### src/rtl/demux_pkg.sv
// -----------------------------------------------------------------------------
// demux_pkg
// Shared constants for the registered 1-to-2 demultiplexer.
//   SEL_CH0 : value of sel that steers the input word to output channel 0
//   SEL_CH1 : value of sel that steers the input word to output channel 1
// -----------------------------------------------------------------------------
package demux_pkg;

  localparam logic SEL_CH0 = 1'b0;
  localparam logic SEL_CH1 = 1'b1;

endpackage : demux_pkg

### src/rtl/demux_out_slot.sv
// -----------------------------------------------------------------------------
// demux_out_slot
// One-entry output register slot with a valid/ready handshake.
// Ports:
//   clk       in   rising-edge clock
//   rst_n     in   asynchronous active-low reset
//   load      in   capture din this cycle (only asserted while free is 1)
//   din       in   word to capture
//   pop_ready in   downstream consumer accepts the held word
//   dout      out  held word (registered)
//   valid     out  slot holds a word (registered)
//   free      out  slot can take a word this cycle (empty, or popping now)
// -----------------------------------------------------------------------------
module demux_out_slot
  import demux_pkg::*;
#(
  parameter int DATA_W       = 1,
  parameter int CLEAR_ON_POP = 1
) (
  input  logic              clk,
  input  logic              rst_n,
  input  logic              load,
  input  logic [DATA_W-1:0] din,
  input  logic              pop_ready,
  output logic [DATA_W-1:0] dout,
  output logic              valid,
  output logic              free
);

  logic [DATA_W-1:0] data_r;
  logic              valid_r;
  logic [DATA_W-1:0] data_nxt_s;
  logic              valid_nxt_s;
  logic              pop_s;

  assign pop_s = valid_r & pop_ready;
  // A slot that is popping this cycle can be refilled in the same cycle,
  // which gives one word per clock of throughput.
  assign free  = ~valid_r | pop_ready;
  assign dout  = data_r;
  assign valid = valid_r;

  // Next-state selection: a load wins over a pop, so pop+load keeps valid high.
  always_comb begin
    data_nxt_s  = data_r;
    valid_nxt_s = valid_r;
    if (load) begin
      data_nxt_s  = din;
      valid_nxt_s = 1'b1;
    end else if (pop_s) begin
      valid_nxt_s = 1'b0;
      if (CLEAR_ON_POP != 0) begin
        data_nxt_s = '0;
      end else begin
        data_nxt_s = data_r;
      end
    end else begin
      data_nxt_s  = data_r;
      valid_nxt_s = valid_r;
    end
  end

  // Slot storage; reset discards any held word immediately.
  always_ff @(posedge clk or negedge rst_n) begin
    if (!rst_n) begin
      data_r  <= '0;
      valid_r <= 1'b0;
    end else begin
      data_r  <= data_nxt_s;
      valid_r <= valid_nxt_s;
    end
  end

endmodule : demux_out_slot

### src/rtl/demux_1to2.sv
// -----------------------------------------------------------------------------
// demux_1to2
// Registered 1-to-2 demultiplexer. The input word is steered by sel into one
// of two independent one-entry output slots, each with its own valid/ready
// handshake, so a stalled consumer never blocks or corrupts the other channel.
// Ports:
//   clk      in   rising-edge clock
//   rst_n    in   asynchronous active-low reset
//   I        in   input data word
//   sel      in   destination: SEL_CH0 -> channel 0, SEL_CH1 -> channel 1
//   i_valid  in   input word present
//   i_ready  out  selected slot can take the word (combinational)
//   y0       out  channel 0 data (registered)
//   y0_valid out  channel 0 holds a word
//   y0_ready in   channel 0 consumer accepts
//   y1       out  channel 1 data (registered)
//   y1_valid out  channel 1 holds a word
//   y1_ready in   channel 1 consumer accepts
// -----------------------------------------------------------------------------
module demux_1to2
  import demux_pkg::*;
#(
  parameter int DATA_W       = 1,
  parameter int CLEAR_ON_POP = 1
) (
  input  logic              clk,
  input  logic              rst_n,
  input  logic [DATA_W-1:0] I,
  input  logic              sel,
  input  logic              i_valid,
  output logic              i_ready,
  output logic [DATA_W-1:0] y0,
  output logic              y0_valid,
  input  logic              y0_ready,
  output logic [DATA_W-1:0] y1,
  output logic              y1_valid,
  input  logic              y1_ready
);

  logic free0_s;
  logic free1_s;
  logic load0_s;
  logic load1_s;
  logic ready_s;

  // Select decode and ready mux. i_ready is derived from sel and the selected
  // slot only, never from i_valid, so upstream may wait on it safely.
  always_comb begin
    ready_s = 1'b0;
    load0_s = 1'b0;
    load1_s = 1'b0;
    case (sel)
      SEL_CH0: begin
        ready_s = free0_s;
        load0_s = i_valid & free0_s;
      end
      SEL_CH1: begin
        ready_s = free1_s;
        load1_s = i_valid & free1_s;
      end
      default: begin
        ready_s = 1'b0;
        load0_s = 1'b0;
        load1_s = 1'b0;
      end
    endcase
  end

  assign i_ready = ready_s;

  demux_out_slot #(
    .DATA_W      (DATA_W),
    .CLEAR_ON_POP(CLEAR_ON_POP)
  ) u_slot0 (
    .clk      (clk),
    .rst_n    (rst_n),
    .load     (load0_s),
    .din      (I),
    .pop_ready(y0_ready),
    .dout     (y0),
    .valid    (y0_valid),
    .free     (free0_s)
  );

  demux_out_slot #(
    .DATA_W      (DATA_W),
    .CLEAR_ON_POP(CLEAR_ON_POP)
  ) u_slot1 (
    .clk      (clk),
    .rst_n    (rst_n),
    .load     (load1_s),
    .din      (I),
    .pop_ready(y1_ready),
    .dout     (y1),
    .valid    (y1_valid),
    .free     (free1_s)
  );

endmodule : demux_1to2

### config.mk
export PLATFORM = sky130hd
export DESIGN_NAME = demux_1to2
export DESIGN_NICKNAME = d
export VERILOG_FILES = /design/src/rtl/demux_pkg.sv /design/src/rtl/demux_out_slot.sv /design/src/rtl/demux_1to2.sv
export SDC_FILE = /design/constraint.sdc
export NUM_CORES = 1
export LEC_CHECK = 0
export ABC_CLOCK_PERIOD_IN_PS = 2660
export CORE_AREA = 10 10 47 49
export DETAILED_ROUTE_END_ITERATION = 10
export DIE_AREA = 0 0 57 59
export HOLD_SLACK_MARGIN = 0.1
export PLACE_DENSITY = 0.46
export RECOVER_POWER = 25
export SYNTH_ARGS = -nofsm -noshare
export SYNTH_HDL_FRONTEND = slang
export SYNTH_HIERARCHICAL = 1
export SYNTH_SLANG_ARGS = --single-unit
### constraint.sdc
create_clock -name clk -period 2.66 [get_ports clk]
set_input_delay 0.798 -clock clk [delete_from_list [all_inputs] [get_ports clk]]
set_output_delay 0.798 -clock clk [all_outputs]
set_load 0.05 [all_outputs]
Word level (Yosys, flattened, before mapping)

Cells that the tools add are included.

Bits in registers: 4
Bits of input ports: 7
Output and inout port bits: 5
Logic and storage cells: 24

Muxes and demuxes: 9
Bitwise logic cells: 9
Reductions and logical operators: 2

Operator list:

| cell                                  | count |
|---|---|
| 1-bit two-way mux                     | 8 |
| 1-bit AND                             | 4 |
| 2-bit nonzero test                    | 2 |
| 1-bit inverter                        | 3 |
| 1-bit bitwise OR                      | 2 |
| 1-bit one-hot mux with 2 select lines | 1 |

Longest topological paths before layout

Word-level depth: 5
Gate-level depth with buffers: 4
Depth with buffers taken out: 4

Modules after synthesis

The synthesis kept the hierarchy.

Modules (own cells, without submodules):

| module         | times used | cells each | area each (um^2) | sequential area each (um^2) |
|---|---|---|---|---|
| demux_out_slot | 2          | 7          | 81.3             | 50.0 |
| demux_1to2     | 1          | 3          | 32.5             | 0.0 |

Worst setup path before layout

No wires, ideal clock.

Path type: input port to output port
From: input y0_ready
To: output i_ready
Arrival: 1,311 ps
Data required time: 1,862 ps
Setup slack: 551 ps
Stages on the path: 2
Buffers on the path: 0
Cell sequence: nand2b_1 mux2_4

Word-level cells in the longest chain between the ends: 2

Ends and longest elaborated chain:

| what                                  | line                 | text |
|---|---|---|
| start, declared                       | demux_1to2.sv:34     | `input logic y0_ready,` |
| 1-bit bitwise OR                      | demux_out_slot.sv:39 | `assign free = ~valid_r \| pop_ready;` |
| 1-bit one-hot mux with 2 select lines | demux_1to2.sv:52     | `case (sel)` |
| end, declared                         | demux_1to2.sv:31     | `output logic i_ready,` |

Every way passes these cells.

Worst setup path in the final report

From: input y0_ready
To: output i_ready

Word-level cells in the longest chain between the ends: 2

Ends and longest elaborated chain:

| what                                  | line                 | text |
|---|---|---|
| 1-bit bitwise OR                      | demux_out_slot.sv:39 |  |
| via free0_s                           | demux_1to2.sv:40     | `logic free0_s;` |
| 1-bit one-hot mux with 2 select lines | demux_1to2.sv:52     |  |

The timed path passes the listed nets, and every way through them passes these cells.

==> results_dict.tcl <==
set metrics [dict create \
    final_area_um2 364 \
    crit_type "in2out" \
    place.gp.congestion 0.669 \
    synth.area.mux_share_pct 7.69 \
    grt_pass1_wl_um 945 \
    min_period_over_period_pct 98.0 \
    worstMarginPinSlew_ns 0.503 \
    io-pin-count 12 \
    final_max_slew_viol_count 0 \
    initial_utilization_pct 13.9 \
    reg2reg_from "u_slot1/valid" \
    hold_viol_final 0 \
    finalNetCount 41 \
    required_ns 1.86 \
    hp-class "reg2reg" \
    cap_violations 0 \
    syn_inst 17 \
    min_path_cells 2 \
    rows 14 \
    critical_path_arrival_ns 1.81 \
    numCtsBuffers 3 \
    fin_ws_ns 0.0531 \
    end_kind "primary output" \
    synth-seq-area-share_pct 51.3 \
    outcome "completed" \
    wl_per_cell_um 11.9 \
    path_buf_inv 2 \
    syn_area_per_cell_um2 11.5 \
    synthTopCellsByArea "dfrtp_1 51%, nand2b_1 13%, a21bo_1 10%, mux2_4 7.7%, and3b_2 5.1%" \
    finalWorstPathRequiredPeriod_ns 2.61 \
    synth_cell_types 8 \
    clock_path_buffers 2 \
    wl_um 572 \
    coreArea_um2 1400 \
    mostFrequentLayoutCell "clkdlybuf4s50_1" \
    postPlaceCellArea_um2 330 \
    grt_max_degree 5 \
    die_x_um 57 \
    dp_hpwl_um 464 \
    cts_tree "built" \
    ff2ff_path_depth 4 \
    ys_ff_latch 4 \
    viasPerCell 3.88 \
    rsz0062_at_grt "no" \
    synthSimpleGateAreaFrac_pct 25.6 \
    drtPass1Iterations 2 \
    htree_levels 1 \
    layout-drive-gt1-share_pct 28.1 \
    numPlacedInstances 45 \
    cts_sinks 4 \
    setup_viol 0 \
    gr-usage-all-layers_pct 3.77 \
    synth_area_um2 195 \
    port_buffers 11 \
    synth_nets 24 \
    peakVddDrop_mv 0.169 \
    path_cells "clkdlybuf4s50_1, nand2b_4, mux2_4, buf_6" \
    area_delta_synth_final_pct 86.5 \
    path_max_fanout 3 \
    startpoint_type "input port" \
    post_synth_xor_area_fraction_pct 0 \
    skew_ns 0.00126 \
    r2r-end "u_slot1/valid" \
    gr-total-overflow 0 \
    synth.top_cell.area_share_pct 51.3 \
    tns_ns 0 \
    reg2reg_slack_ns 1.64 \
    synth_top_family_by_area "simple AND/OR/NAND/NOR gates" \
    ys_warn_count 6 \
    layoutNonFillerInstCount 48 \
    cpPeakStageDelay_ns 0.43 \
    synthAdderAreaFrac_pct 0 \
    synth_compound_area_share_pct 15.4 \
    critical_path.top_delay_family "buffers and inverters" \
    power.leakage_nw 0.167 \
    num_antenna_cells 0 \
    drt_iter0_markers 2 \
    path_clk_slew_ns 0.04 \
    cts_root_buf "clkbuf_4" \
    min_to "u_slot0/valid" \
    clock_latency_ns 0.24 \
    antenna_found_initial 0 \
    min-delay-start "u_slot0/valid" \
    yosysTopAreaCell "dfrtp_1" \
    die-height_um 59 \
    slew_headroom_pct 66.3 \
    grt_pass1_vias 220 \
    dieArea_um2 3360 \
    p_per_area_nw_per_um2 636 \
    fillers 160 \
    cp.depth 4 \
    drtAntennaViolNets 0 \
    hold_slack_ns 0.564 \
    place_ws_ns -0.0119 \
    vias 186 \
    fmax_ghz 0.384 \
    drc 0 \
    crit_slowest_cell "clkdlybuf4s50_1" \
    final_cell_mix "9 x clkdlybuf4s50_1, 4 x dfrtp_1, 3 x clkbuf_4, 3 x nand2b_1" \
]
==> where the power goes <==
group	switching (mW)	internal [mW]	total, mW	leakage (nW)
Sequential	0.00540	0.0684	0.0738	0.0507
Clock	0.0284	0.0507	0.0792	0.0138
Combinational	0.0446	0.0341	0.0787	0.103
==> through the flow <==
stage | total power, mW | util [%]
after floorplan | 0.118 | -
after global placement | 0.150 | 23.6
after detailed placement | 0.151 | 23.6
after CTS | 0.235 | 25.7
after global routing | 0.245 | 26.0
final | 0.232 | 26.0
==> final cells by class <==
class | count | area, um2 | area share, %
multi-input combinational | 13 | 103 | 28.2
timing repair buffer | 12 | 119 | 32.6
clock buffer | 3 | 22.5 | 6.19
sequential | 4 | 100 | 27.5
tap | 16 | 20.0 | 5.50
==> layer usage <==
metal	vias up	GRT usage [%]	wire length [um]	share of wire, %
met2	10	4.50	217	38
met3	0	4.72	126	22
met5	-	0	0	0
met1	88	3.22	227	40
met4	0	3.02	0	0
li1	88	-	-	-
==> registers in the layout (all words and copies together) (netlist names) <==
name / flops
u_slot1/valid: 1
u_slot0/valid: 1
u_slot0/dout: 1
u_slot1/dout: 1
==> timing repair <==
action	4_1_cts	5_1_grt
buffers inserted	0	0
hold buffers	0	0
resized for setup	1	1
setup endpoints to repair	1	1
==> how the worst max path moves through the flow <==
stage,startpoint,end,slack [ns]
floorplan,y0_ready,i_ready,0.55
global placement,y0_ready,i_ready,0.005
detailed placement,y0_ready,i_ready,-0.01
CTS,y0_ready,i_ready,0.02
global route,y0_ready,i_ready,0.02
finish,y0_ready,i_ready,0.05
==> synthesized netlist by cell type <==
master    instances
dfrtp_1           4
nand2b_1          4
a21bo_1           2
nand2_1           2
o21ai_1           2
and3_2            1
and3b_2           1
mux2_4            1
==> kinds of logic (layout without fill, tap and decap cells) <==
kind of cell | count (synthesis) | count (layout)
muxes | 1 | 1
and+or+nand+nor | 8 | 8
buffers and inverters | 0 | 15
AOI/OAI and AO/OA | 4 | 4
DFF | 4 | 4
==> worst register-to-register path, delay by kind of cell (launching register included) <==
kind	cells	cell delay [ns]
flops	1	0.36
buf+inv	1	0.14
simple gates	3	0.40
No activity file was read; power rests on OpenSTA's default activity.
==> edit 1 (same flow settings) <==
`CLEAR_ON_POP` is set to 1 in 2 places; all go to 0.
--- a/src/rtl/demux_out_slot.sv
+++ b/src/rtl/demux_out_slot.sv
@@ -15,7 +15,7 @@
   import demux_pkg::*;
 #(
   parameter int DATA_W       = 1,
-  parameter int CLEAR_ON_POP = 1
+  parameter int CLEAR_ON_POP = 0
 ) (
   input  logic              clk,
   input  logic              rst_n,
--- a/src/rtl/demux_1to2.sv
+++ b/src/rtl/demux_1to2.sv
@@ -21,7 +21,7 @@
   import demux_pkg::*;
 #(
   parameter int DATA_W       = 1,
-  parameter int CLEAR_ON_POP = 1
+  parameter int CLEAR_ON_POP = 0
 ) (
   input  logic              clk,
   input  logic              rst_n,
Behaviour: not the same (Yosys sat finds a counterexample within 4 cycles, from zero or initial values and one cycle with rst_n low).
==> edit 1 against the original RTL <==
  * Total power rose by 3.1%
  * Sequential cell count did not move
  * Routed wire length fell by 0.87%
  * Register-to-register slack got worse by 180 ps
  * Fmax fell by 0.38%
  * Hold slack got worse by 55 ps
  * Setup slack got worse by 9.9 ps
  * Area after synthesis fell by 1.3%
  * Via count fell by 15%
  * Count of clock-buffer cells in the layout did not move
  * Combinational power rose by 15%
  * Global-route usage rose by 0.13 points
  * Cell area fell by 1.7%
  * Critical path type unchanged
  * Highest routed layer is now met4
==> edit 1: results (changes against the original RTL) <==
status:
  status: "completed"
setup_path:
  reg2reg_slack_ps: 1460  # -180 ps
  rr_worst_depth: 4  # unchanged
  crit_end: "i_ready"
  critPathLaunch: "sel"
  cpPeakStageDelay_ps: 520  # +90 ps
  critPathArrivalTime_ps: 1820
  rr_endpoint: "u_slot0/dout$_DFFE_PN0P_"
  slowest_stage: "clkdlybuf4s50_1"
  cp_max_fo: 3  # unchanged
  crit_family: "buffers and inverters"
  reg2reg_from: "u_slot0/valid$_DFFE_PN0P_"
hold_path:
  worstHoldEndpoint: "u_slot1/dout$_DFFE_PN0P_"
  holdPathStages: 1  # -1
  hold_start: "u_slot1/dout$_DFFE_PN0P_"
  hold_class: "flip-flop to flip-flop"
global_routing:
  antenna_found_initial: 0  # unchanged
  grt_max_degree: 5  # unchanged
  grt_pass1_wl_um: 938  # -0.74%
  grt_usage_pct: 3.899  # +0.13 points
  grt_pass1_vias: 198  # -10%
synthesis:
  synth.top_cells.by_count: "4 x dfrtp_1, 3 x mux2_4, 2 x nand2b_1, 2 x nand2b_2"
  ys_seq_area_share_pct: 51.95  # +0.67 points
  ys_types: 6  # -2
  synth_area_leaders: "dfrtp_1 52%, mux2_4 23%, nand2b_2 9.1%"
  async_flop_share_pct: 100.0  # unchanged
  syn-num-nets: 20  # -17%
  synth_flop_cell: "dfrtp_1"
  yosysWarningCount: 6  # unchanged
clock_tree:
  cts_resized: 0  # -1
  cts_buffer_depth: 2  # unchanged
  clkLatencyLatePin_ps: 230
  root_buffer: "clkbuf_4"
  cts_setup_buffers: 0  # unchanged
  cts_buffers: 3  # unchanged
  clk_pin_slew_ps: 40  # about the same
  htreeDepth: 1  # unchanged
timing:
  tightestPinTransition_ps: 509.6  # +6.255 ps
  max_freq_mhz: 382.1  # -0.38%
  skew_ps: 3.116  # +1.858 ps
layout:
  fin_nets: 38  # -7.3%
  n_antenna_cell: 0  # unchanged
  drive_gt1_share_pct: 44.83  # +17 points
detailed_routing:
  dr_total_vias: 159  # -15%
  drt-total-wl_um: 567  # -0.87%
  drt_iter0_markers: 2  # unchanged
  drt_pass1_iterations: 4  # +2
power_and_ir_drop:
  vdd_ir_drop_max_v: 0.0002367  # +40%
  p_leak_nw: 0.1601  # -4.4%
placement:
  dp_slack_ps: 45.75  # +57.68 ps
  io_buffers: 11  # unchanged
  gp_congestion: 0.8110  # +21%
==> edit 1: changes by cell type in the layout (fill, tap and decap cells not counted), moves of 2 or more <==
| cell | before | now |
|---|---|---|
| a21bo_1 | 2 | 0 |
| buf_4 | 1 | 3 |
| mux2_4 | 1 | 3 |
| o21ai_1 | 2 | 0 |
| nand2_1 | 2 | 0 |
| nand2b_2 | 0 | 2 |
==> edit 1: stage by stage <==
stage	total power [W]	instance area, um2	hold slack [ps]	std cells	utilization, %
2_1_floorplan	0.0001294	192.7	502.4	13	-
3_3_place_gp	0.0001648	335.3	500.1	42	23.93
3_5_place_dp	0.0001661	335.3	498.0	42	23.93
4_1_cts	0.0002455	357.8	513.2	45	25.54
5_1_grt	0.0002537	357.8	523.1	45	25.54
6_report	0.0002388	357.8	508.9	45	25.54
==> edit 1: final cells by class <==
type / instances / area [um2]
fill: 154 / 1044
timing repair buffer: 13 / 122.6
sequential: 4 / 100.1
multi-input combinational: 9 / 92.59
clock buffer: 3 / 22.52
tap: 16 / 20.02
==> edit 1: kinds of logic after synthesis <==
logic type,Yosys count,share of synthesized area (%)
and+or+nand+nor,6,24.68
DFF,4,51.95
muxes,3,23.37
==> edit 1: metal layers <==
layer	global-route usage [%]	share of wire, %	wire (um)
met4	5.034	1.2	7
met1	3.947	47	267
met5	0	0	0
met2	3.721	29	163
met3	3.863	23	130
==> edit 1: where the power goes <==
| group | total (W) | switching [W] | internal (W) |
|---|---|---|---|
| Sequential | 0.0000747 | 0.00000470 | 0.0000700 |
| Clock | 0.0000737 | 0.0000234 | 0.0000504 |
| Combinational | 0.0000904 | 0.0000506 | 0.0000398 |
==> edit 2 (same flow settings) <==
Without the edit above. Make the reset (`rst_n`) synchronous in one clocked block. Comments in the files are not updated.
--- a/src/rtl/demux_out_slot.sv
+++ b/src/rtl/demux_out_slot.sv
@@ -61,7 +61,7 @@
   end
 
   // Slot storage; reset discards any held word immediately.
-  always_ff @(posedge clk or negedge rst_n) begin
+  always_ff @(posedge clk) begin
     if (!rst_n) begin
       data_r  <= '0;
       valid_r <= 1'b0;
Function: differs if rst_n is asserted again (counterexample within 4 cycles, from zero or initial values and one cycle with rst_n low); with rst_n held inactive, the same outputs for 10 cycles.
==> edit 2 against the original RTL <==
  * Routed wire length down 1.2%
  * Area after synthesis is 7.7% higher
  * Cell area is 2.4% higher
  * Sequential cell count unchanged
  * Cell count is 6.3% higher
  * Critical path depth unchanged
  * Setup slack got worse by 11 ps
  * First-iteration DRC count fell by 100%
  * Largest cell class is now multi-input combinational cells
  * Total power fell by 20%
  * Synthesized cell count increased by 24%
  * Largest power group unchanged
  * Combinational power down 42%
==> edit 2: results (changes against the original RTL) <==
synthesis:
  ys_seq_area_share_pct: 38.10  # -13 points
  ys_types: 10  # +2
  synth_edf_count: 0  # unchanged
  yosys.area_share.adder_pct: 0  # unchanged
  synth.top_cells.by_count: "4 x dfxtp_1, 4 x nand2_1"
  async_flop_share_pct: 0  # -100 points
  synth_area_leaders: "dfxtp_1 38%, nand2b_4 13%, a21boi_2 11%"
  synth_compound_area_share_pct: 17.86  # +2.5 points
  synth_flop_cell: "dfxtp_1"
  synth_xor_area_share_pct: 0  # unchanged
  syn-mean-instance-area_um2: 10.01  # -13%
  syn-num-nets: 28  # +17%
  muxShareOfSynthArea_pct: 7.143  # -0.55 points
timing:
  tightestPinTransition_ps: 515.4  # +12.07 ps
  finalHoldWorstSlack_ps: 482.4  # -81.75 ps
  skew_ps: 0.02000  # -1.239 ps
placement:
  dp_hpwl_um: 491.2  # +5.8%
  gp_congestion: 0.6269  # -6.3%
  dp_cells: 48  # +6.7%
  io_buffers: 11  # unchanged
detailed_routing:
  drt_pass1_iterations: 1  # -1
  vias_per_cell: 3.843  # -0.82%
  drt_iter0_markers: 0  # -2
  post_drt_wl_per_cell_um: 11.08  # -7.0%
  drt-total-wl_um: 565  # -1.2%
clock_tree:
  cts_resized: 0  # -1
  clkLatencyLatePin_ps: 230
  cts_buffer_depth: 2  # unchanged
  root_buffer: "clkbuf_4"
  cts_setup_buffers: 0  # unchanged
  htreeDepth: 1  # unchanged
setup_path:
  reg2reg_from: "u_slot0/valid$_SDFFE_PN0P_"
  rr_worst_depth: 5  # +1
  critPathArrivalTime_ps: 1820
  rr_endpoint: "u_slot0/dout$_SDFFE_PN0P_"
  slowest_stage: "clkdlybuf4s50_1"
status:
  status: "completed"
layout:
  area_growth_pct: 77.38
  drive_gt1_share_pct: 31.43  # +3.3 points
  fin_nets: 44  # +7.3%
power_and_ir_drop:
  p_leak_nw: 0.1456  # -13%
  vdd_ir_drop_max_v: 0.0002546  # +51%
global_routing:
  grt_pass1_wl_um: 966  # +2.2%
  grt_max_degree: 5  # unchanged
  grt_pass1_vias: 214  # -2.7%
  grt_usage_pct: 3.884  # +0.12 points
hold_path:
  hold_start: "u_slot1/dout$_SDFFE_PN0P_"
  worstHoldEndpoint: "u_slot1/dout$_SDFFE_PN0P_"
## edit 2: cell type report
class | count | area, um2
clock buffers | 3 | 22.52
fillers | 158 | 1028
inverters | 2 | 7.507
multi-input cells | 15 | 122.6
flip-flops and latches | 4 | 80.08
well taps | 16 | 20.02
repair buffers | 11 | 120.1
## edit 2: tightest hold or removal path: cells and delay by family, from the launching register on
kind,cells,cell delay [ps]
AOI/OAI and AO/OA,1,50
DFF,1,300
and+or+nand+nor,1,70
## edit 2: stage by stage
step	cell area, um2	worst slack, ps
global route	372.9	3.584
floorplan	210.2	571.4
finish	372.9	42.04
global placement	350.3	51.61
CTS	372.9	35.51
detailed placement	350.3	48.56
## edit 2: where the power goes
part | internal [W] | total [W] | switching (W) | leakage (nW)
sequential | 0.0000635 | 0.0000661 | 0.00000267 | 0.0328
combinational | 0.0000228 | 0.0000455 | 0.0000226 | 0.0990
clock | 0.0000504 | 0.0000735 | 0.0000231 | 0.0138
## edit 2: logic make-up after synthesis
family / count (synthesis)
compound gates: 4
buf+inv: 2
flops: 4
mux: 1
simple gates: 10
## edit 2: how the worst max path moves through the flow
stage                     endpoint  slack, ps  depth (start not counted)
after floorplan            i_ready        570                          2
after global placement     i_ready         50                          4
after detailed placement   i_ready         50                          4
after CTS                  i_ready         40                          4
after global routing       i_ready          4                          4
final                      i_ready         40                          4
## edit 2: routing by layer
layer	vias up	global-route usage (%)	share of wire [%]	wire, um
met1	83	3.432	39	223
met4	0	1.007	0	0
met3	0	5.794	21	120
met5	-	0	0	0
met2	14	4.806	39	221
li1	99	-	-	-
